**src/rtl/packet_requester_pkg.sv**
```systemverilog
// Shared types for the packet requester: sender FSM states and the flit layout.
package packet_requester_pkg;

  typedef enum logic [1:0] {
    IDLE,
    WAIT,
    SEND
  } state_e;

  localparam int FLIT_DATA_W = 32;

  typedef struct packed {
    logic [FLIT_DATA_W-1:0] data;
    logic                   last;
  } flit_t;

endpackage

```
**src/rtl/packet_requester_sync_fifo.sv**
```systemverilog
// Single-clock FIFO with extra-MSB pointers so full and empty are unambiguous.
module sync_fifo #(
  parameter int WIDTH = 33,
  parameter int DEPTH = 8
) (
  input  logic                     clk,
  input  logic                     rst_n,
  input  logic                     push,
  input  logic                     pop,
  input  logic [WIDTH-1:0]         wdata,
  output logic [WIDTH-1:0]         rdata,
  output logic                     full,
  output logic                     empty,
  output logic [$clog2(DEPTH):0]   count
);

  localparam int AW = $clog2(DEPTH);
  localparam logic [AW:0] PTR_ONE = {{AW{1'b0}}, 1'b1};

  logic [AW:0]      wr_ptr;
  logic [AW:0]      rd_ptr;
  logic [WIDTH-1:0] mem [DEPTH];

  assign empty = (wr_ptr == rd_ptr);
  assign full  = (wr_ptr[AW] != rd_ptr[AW]) && (wr_ptr[AW-1:0] == rd_ptr[AW-1:0]);
  assign count = wr_ptr - rd_ptr;
  assign rdata = mem[rd_ptr[AW-1:0]];

  // NOTE: sequential state uses non-blocking assignments so every flop samples pre-edge values.
  always_ff @(posedge clk or negedge rst_n) begin
    if (!rst_n) begin
      wr_ptr <= '0;
      rd_ptr <= '0;
    end else begin
      if (push && !full) wr_ptr <= wr_ptr + PTR_ONE;
      if (pop && !empty) rd_ptr <= rd_ptr + PTR_ONE;
    end
  end

  // NOTE: storage is deliberately not reset; pointers alone define which entries are valid.
  always_ff @(posedge clk) begin
    if (push && !full) mem[wr_ptr[AW-1:0]] <= wdata;
  end

endmodule

```
**src/rtl/packet_requester.sv**
```systemverilog
// Buffers packet flits and launches them onto a shared channel whenever the arbiter grants.
module packet_requester
  import packet_requester_pkg::*;
#(
  parameter int DATA_W   = 32,
  parameter int DEPTH    = 8,
  parameter int MAX_WAIT = 255
) (
  input  logic              clk,
  input  logic              rst_n,
  input  logic              in_valid,
  input  logic [DATA_W-1:0] in_data,
  input  logic              in_last,
  output logic              in_ready,
  output logic              request,
  input  logic              grant,
  output logic              out_valid,
  output logic [DATA_W-1:0] out_data,
  output logic              out_last,
  output logic              starved
);

  localparam int AW = $clog2(DEPTH);
  localparam int CW = $clog2(MAX_WAIT + 1);
  localparam logic [CW-1:0] WAIT_MAX = CW'(MAX_WAIT);
  localparam logic [CW-1:0] WAIT_ONE = CW'(1);
  localparam logic [AW:0]   ONE_FLIT = {{AW{1'b0}}, 1'b1};

  logic          full;
  logic          empty;
  logic          push;
  logic          xfer;
  logic          drains;
  logic [AW:0]   count;
  logic [DATA_W:0] head;
  logic [CW-1:0] wait_cnt;
  logic [CW-1:0] wait_next;
  state_e        state;

  assign in_ready = !full;
  assign request  = !empty;
  assign push     = in_valid && in_ready;
  assign xfer     = request && grant;
  // The FIFO will be empty after this pop unless a new flit lands in the same cycle.
  assign drains   = (count == ONE_FLIT) && !push;

  sync_fifo #(
    .WIDTH (DATA_W + 1),
    .DEPTH (DEPTH)
  ) u_fifo (
    .clk   (clk),
    .rst_n (rst_n),
    .push  (push),
    .pop   (xfer),
    .wdata ({in_last, in_data}),
    .rdata (head),
    .full  (full),
    .empty (empty),
    .count (count)
  );

  // NOTE: combinational blocks assign a default first so no path leaves a latch behind.
  always_comb begin
    wait_next = wait_cnt;
    if (!request || grant)      wait_next = '0;
    else if (wait_cnt != WAIT_MAX) wait_next = wait_cnt + WAIT_ONE;
  end

  always_ff @(posedge clk or negedge rst_n) begin
    if (!rst_n) begin
      state     <= IDLE;
      wait_cnt  <= '0;
      starved   <= 1'b0;
      out_valid <= 1'b0;
      out_data  <= '0;
      out_last  <= 1'b0;
    end else begin
      wait_cnt  <= wait_next;
      starved   <= (wait_next == WAIT_MAX);
      out_valid <= xfer;
      if (xfer) begin
        out_data <= head[DATA_W-1:0];
        out_last <= head[DATA_W];
      end

      // A head flit seen in IDLE is already a packet start, so it can launch that same cycle.
      case (state)
        IDLE, WAIT: begin
          if (xfer) begin
            if (head[DATA_W]) state <= drains ? IDLE : WAIT;
            else              state <= SEND;
          end else if (!empty) begin
            state <= WAIT;
          end
        end
        SEND: begin
          if (xfer && head[DATA_W]) state <= drains ? IDLE : WAIT;
        end
        default: state <= IDLE;
      endcase
    end
  end

endmodule

```
**config.mk**
```make
export PLATFORM = sky130hd
export DESIGN_NAME = packet_requester
export DESIGN_NICKNAME = d
export VERILOG_FILES = /design/src/rtl/packet_requester_pkg.sv /design/src/rtl/packet_requester_sync_fifo.sv /design/src/rtl/packet_requester.sv
export SDC_FILE = /design/constraint.sdc
export NUM_CORES = 1
export LEC_CHECK = 0
export ABC_CLOCK_PERIOD_IN_PS = 4600
export CORE_UTILIZATION = 54
export DETAILED_ROUTE_END_ITERATION = 10
export PLACE_DENSITY = 0.75
export SKIP_LAST_GASP = 1
export SLEW_MARGIN = 0
export SYNTH_ARGS = -nofsm -noshare
export SYNTH_HDL_FRONTEND = slang
export SYNTH_SLANG_ARGS = --single-unit
```
**constraint.sdc**
```tcl
create_clock -name clk -period 4.6 [get_ports clk]
set_input_delay 0.92 -clock clk [delete_from_list [all_inputs] [get_ports clk]]
set_output_delay 0.92 -clock clk [all_outputs]
set_load 0.05 [all_outputs]
```
---- Word level (Yosys, flattened, before mapping) ----
Memory sizes are Yosys's and may differ from the RTL's. A register that Yosys moved wholly into a read port is not among the register bits.
Index checks and enable logic that the tools add are counted.
Widths: inputs -> output; s select.
word-level totals
  output and inout bits ................... 37
  bits of input ports ..................... 37
  register bits ........................... 18
  word-level logic and storage cells ...... 27
  memories kept ........................... 1
  bits in writable memories ............... 264
cells by class
  multiplexer cells ....................... 4
  add/sub/neg operators ................... 3
  eq/ne operators ......................... 5
  reductions and logical operators ........ 9
memory list
  name        depth  width  read ports  clocked after Yosys merged registers in  write ports  line                              RTL
  u_fifo.mem  8      33     1           1                                        1            packet_requester_sync_fifo.sv:22  logic [WIDTH-1:0] mem [DEPTH];
operators by type and width
  kind                 number
  $mux 8               2
  $add 4x1->4 const B  2
  $add 8x1->8 const B  1
  $eq 8x8->1 const B   1
  $ne 8x8->1 const B   1
  $logic_and 1x1->1    5
  $eq 4x4->1           1
  $eq 3x3->1           1
  $logic_not 1->1      3
  $mux 1               2
  $logic_or 1x1->1     1
  $ne 1x1->1           1

---- Logic depth before layout (Yosys ltp) ----
  word-level depth ........................ 7
  gate-level depth with buffers ........... 8
  mapped depth without buffers ............ 6

---- Cells and area by module ----
From an unflattened synthesis, not the netlist that was laid out.
unflattened totals
  cells, all modules ...................... 641
  area total of the unflattened synthesis .. 12270.5 µm²
by module, submodules not included
  module            sequential area each (µm²)  cells each  times used  area an instance (µm²)
  sync_fifo         8127.8                      510         1           10487.6
  packet_requester  1076.0                      131         1           1783.0

---- Least setup slack after synthesis ----
Ideal clock, no wire load.
  kind .................................... register -> register
  start point ............................. reg u_fifo.rd_ptr[2]
  end point ............................... mem u_fifo.mem[0][0] (enable)
  slack ................................... 176 ps
  library setup time ...................... 464 ps
  required time ........................... 4136 ps
  stages on the path, launching flop included .. 7
  clock period less this slack ............ 4424 ps
  arrival time ............................ 3960 ps
  buffers on the path ..................... 1
  cell sequence ........................... dfrtp_1 -> buf_2 -> xnor2_1 -> nand4_1 -> nand2_1 -> or2_2 -> nor3_1
between the ends
  word-level cells in the longest chain between the ends .. 7
RTL lines
  item                              line                              RTL
  start: declaration                packet_requester_sync_fifo.sv:21  logic [AW:0] rd_ptr;
  start signal: assignment          packet_requester_sync_fifo.sv:36  if (pop && !empty) rd_ptr <= rd_ptr + PTR_ONE;
  $eq 3x3->1 (*)                    packet_requester_sync_fifo.sv:25  assign full = (wr_ptr[AW] != rd_ptr[AW]) && (wr_ptr[AW-1:0] == rd_ptr[AW-1:0]);
  $logic_and 1x1->1 (*)             packet_requester_sync_fifo.sv:25
  $logic_not 1->1 (*)               packet_requester.sv:40            assign in_ready = !full;
  via in_ready                      packet_requester.sv:14            output logic in_ready,
  $logic_and 1x1->1                 packet_requester.sv:42            assign push = in_valid && in_ready;
  $logic_and 1x1->1 (*)             packet_requester_sync_fifo.sv:42  if (push && !full) mem[wr_ptr[AW-1:0]] <= wdata;
  $mux 1 (*)                        packet_requester_sync_fifo.sv:42
  $mux 1 (not written as such) (*)  packet_requester_sync_fifo.sv:42
  end: declaration                  packet_requester_sync_fifo.sv:22
The timed path passes the listed nets; every way through them passes the cells marked *.

---- Worst setup path after layout ----
  start point ............................. reg u_fifo.rd_ptr[0]
  end point ............................... out in_ready
between the ends
  word-level cells in the longest chain between the ends .. 3
RTL lines
  item               line
  $eq 3x3->1         packet_requester_sync_fifo.sv:25
  $logic_and 1x1->1  packet_requester_sync_fifo.sv:25
  $logic_not 1->1    packet_requester.sv:40
  end: declaration   packet_requester.sv:14
Every way passes these cells.

==> flow_metrics.tcl <==
set metrics [dict create \
    grt_overflow_total 0 \
    synth_xor_area_frac 0.009510 \
    core_um2 21760 \
    grt_max_degree 70 \
    internal_power_uw 6284 \
    setup_viol 0 \
    synth_top_area_share 0.6621 \
    ys_types 33 \
    drive_gt1_frac 0.1949 \
    outcome "completed" \
    vias_per_cell 5.781 \
    synth-seq-cells 315 \
    synth-main-ff-cell "edfxtp_1" \
    p_sw_uw 2959 \
    worstSetupEndpointType "output pin" \
    cellPowerDensity_nw_per_um2 659.2 \
    dieHeight_um 150.9 \
    post_cts_resized 0 \
    synth_compound_area_frac 0.01777 \
    synthesis.nets 634 \
    fin_skew_ns 0.01919 \
    swShare 0.3202 \
    holdWs_ns 0.4772 \
    dpl_worst_slack_ns 1.315 \
    drv_slew 0 \
    antenna_found_initial 0 \
    pwr-share-comb 0.314 \
    antenna_cells 0 \
    final.period_utilization 0.7286 \
    clock-root-buffer "clkbuf_16" \
    numCtsBuffers 30 \
    ctsLongestPathBuffers 3 \
    rsz0062_at_grt "false" \
    max_stage_delay_ns 0.76 \
    synthCells 594 \
    grt_pass1_vias 6079 \
    synth_warnings 0 \
    clkLatencyLatePin_ns 0.55 \
    synth_area_leaders "edfxtp_1 66%, mux4_2 12%, dfrtp_1 11%" \
    holdBufCountCts 0 \
    synth-async-reset-ratio 0.1619 \
    hold_violations 0 \
    required_ns 3.68 \
    io_buffers 73 \
    die_area_um2 22770 \
    drt_wl_total_um 21730 \
    route.met2.wl_um 11330 \
    power.share.clock 0.258 \
    cp_num_buf_inv 1 \
    htreeDepth 1 \
    yosysMostFrequentCell "edfxtp_1" \
    crit_slowest_cell "clkdlybuf4s50_1" \
    max_freq_ghz 0.2984 \
    crit_fanout 17 \
    netlist_top_cells_count "264 x edfxtp_1, 66 x mux4_2, 51 x dfrtp_1" \
    muxShareOfSynthArea 0.1544 \
    drc 0 \
    cts_setup_buffers 0 \
    synth_top_family_by_area "multiplexers" \
    synth-seq-area-share 0.7687 \
    synthAdderAreaFrac 0.003135 \
    yosys.area_share.simple 0.03334 \
    dp_hpwl_um 12560 \
    worst_pin_slew_ns 1.111 \
    drtIter0Drc 359 \
    die_w_um 150.9 \
    initial_core_util 0.5503 \
    vdd_drop_max_uv 322.8 \
    core.rowCount 54 \
    top_level_ports 74 \
    path_delay_family "buffers and inverters" \
    gp_congestion 0.7461 \
    synth_top_cell_by_area "edfxtp_1" \
    area_growth_pct 17.12 \
    cts_tree "built" \
    wl_per_cell_um 22.10 \
    dr.pass1.iters 5 \
    synth-edff-count 264 \
    top_layer "met4" \
    fin_nets 720 \
    period_minus_slack_ns 3.352 \
    met3_length_um 1161 \
    drv_cap 0 \
    startpoint_type "register" \
    clk_pin_slew_ns 0.06 \
    antenna_left 0 \
    cp.arrival_ns 2.43 \
    track_usage 0.2022 \
    avgSynthCellArea_um2 20.16 \
    critical_path_class "reg2out" \
    holdCritPathClass "reg2reg" \
    p_leak_uw 0.004719 \
    stdcell_area_um2 14020 \
    dpl_cell_area_um2 13050 \
    seq_power_share 0.429 \
    grt_pass1_wl_um 33920 \
    crit_chain "xnor2_1 -> nand4_1 -> clkdlybuf4s50_1" \
    clkSinkCount 315 \
    num_vias 5683 \
    syn_area_um2 11970 \
    fin_ws_ns 1.248 \
    relSlewSlack 0.2579 \
    finalSetupTns_ns 0 \
    met1_length_um 8721 \
]
## tightest hold or removal path: cells and delay by family, from the launching register on
family / cells / cell delay [ns]
flops: 1 / 0.34
compound gates: 1 / 0.06
simple gates: 1 / 0.04
## power groups by stage
stage / clock network, uW / registers [uW] / logic, uW
detailed placement: 0 / 4020 / 2940
CTS: 2430 / 3970 / 2960
global placement: 0 / 3990 / 2890
floorplan: 0 / 4420 / 1640
global route: 2540 / 4020 / 3130
finish: 2380 / 3960 / 2900
## registers in the layout, summed over array words and instances, names as in the netlist
name and count:
starved 1, out_data 32, wait_cnt 8, out_valid 1, u_fifo.mem 264, u_fifo.wr_ptr 4, u_fifo.rd_ptr 4, out_last 1
## metrics by stage
stage | utilization | instances | power, uW
2_1_floorplan | - | 594 | 6062
3_3_place_gp | 0.6000 | 928 | 6872
3_5_place_dp | 0.6000 | 928 | 6961
4_1_cts | 0.6445 | 983 | 9356
5_1_grt | 0.6445 | 983 | 9678
6_report | 0.6445 | 983 | 9243
## placed cells by master, fill, tap and decap left out, types with 3 or more instances in the layout
cell	Yosys	final
ha_1	3	3
nor3_2	1	3
clkbuf_16	0	30
mux2i_1	35	35
nor2_1	15	9
a21oi_1	3	3
clkinv_2	0	4
nand3_1	5	5
nor3_1	7	5
nand2_1	47	46
dfrtp_1	51	48
buf_4	2	10
a31oi_1	3	3
mux4_2	66	66
xor2_1	3	3
clkinv_1	0	3
clkbuf_1	9	9
nand2b_1	4	4
edfxtp_1	264	264
o21ai_0	33	33
xnor2_1	10	10
clkdlybuf4s50_1	0	72
nor2_4	0	6
clkbuf_8	0	5
## cell families (layout without fill, tap and decap cells)
| family | after synthesis | in the layout |
|---|---|---|
| XOR/XNOR | 13 | 13 |
| multiplexers | 102 | 102 |
| adder cells (fa/ha/maj) | 3 | 3 |
| AND/OR/NAND/NOR | 89 | 89 |
| flip-flops | 315 | 315 |
| buffers and inverters | 31 | 140 |
| AO/OA/AOI/OAI | 41 | 41 |
## path summary, 6_finish.rpt
check / to / from / cells after the start / slack [ns]
worst max-delay path: in_ready / u_fifo.rd_ptr[0] / 3 / 1.25
worst min-delay path: out_data[12] / out_data[12] / 2 / 0.48
worst max register to register: u_fifo.mem[1][5] / u_fifo.rd_ptr[0] / 5 / 1.75
worst min register to register: out_data[12] / out_data[12] / 2 / 0.48
max in group asynchronous: u_fifo.rd_ptr[0] / rst_n / 2 / 3.56
min in group asynchronous: wait_cnt[4] / rst_n / 2 / 0.50
## layer usage
metal  vias up  GRT usage
met4         0    0.06100
met1      2940     0.2643
met2       152     0.3500
li1       2550          -
met3        41    0.03343
met5         -          0
## final cells by class
class / count / area [um2]
Timing Repair Buffer: 84 / 820.8
Inverter: 1 / 3.754
Tap cell: 280 / 350.3
Multi-Input combinational cell: 248 / 2669
Sequential cell: 315 / 9210
Clock inverter: 11 / 115.1
Clock buffer: 44 / 853.3
Fill cell: 1453 / 7734
Power figures use the tool's default switching activity.
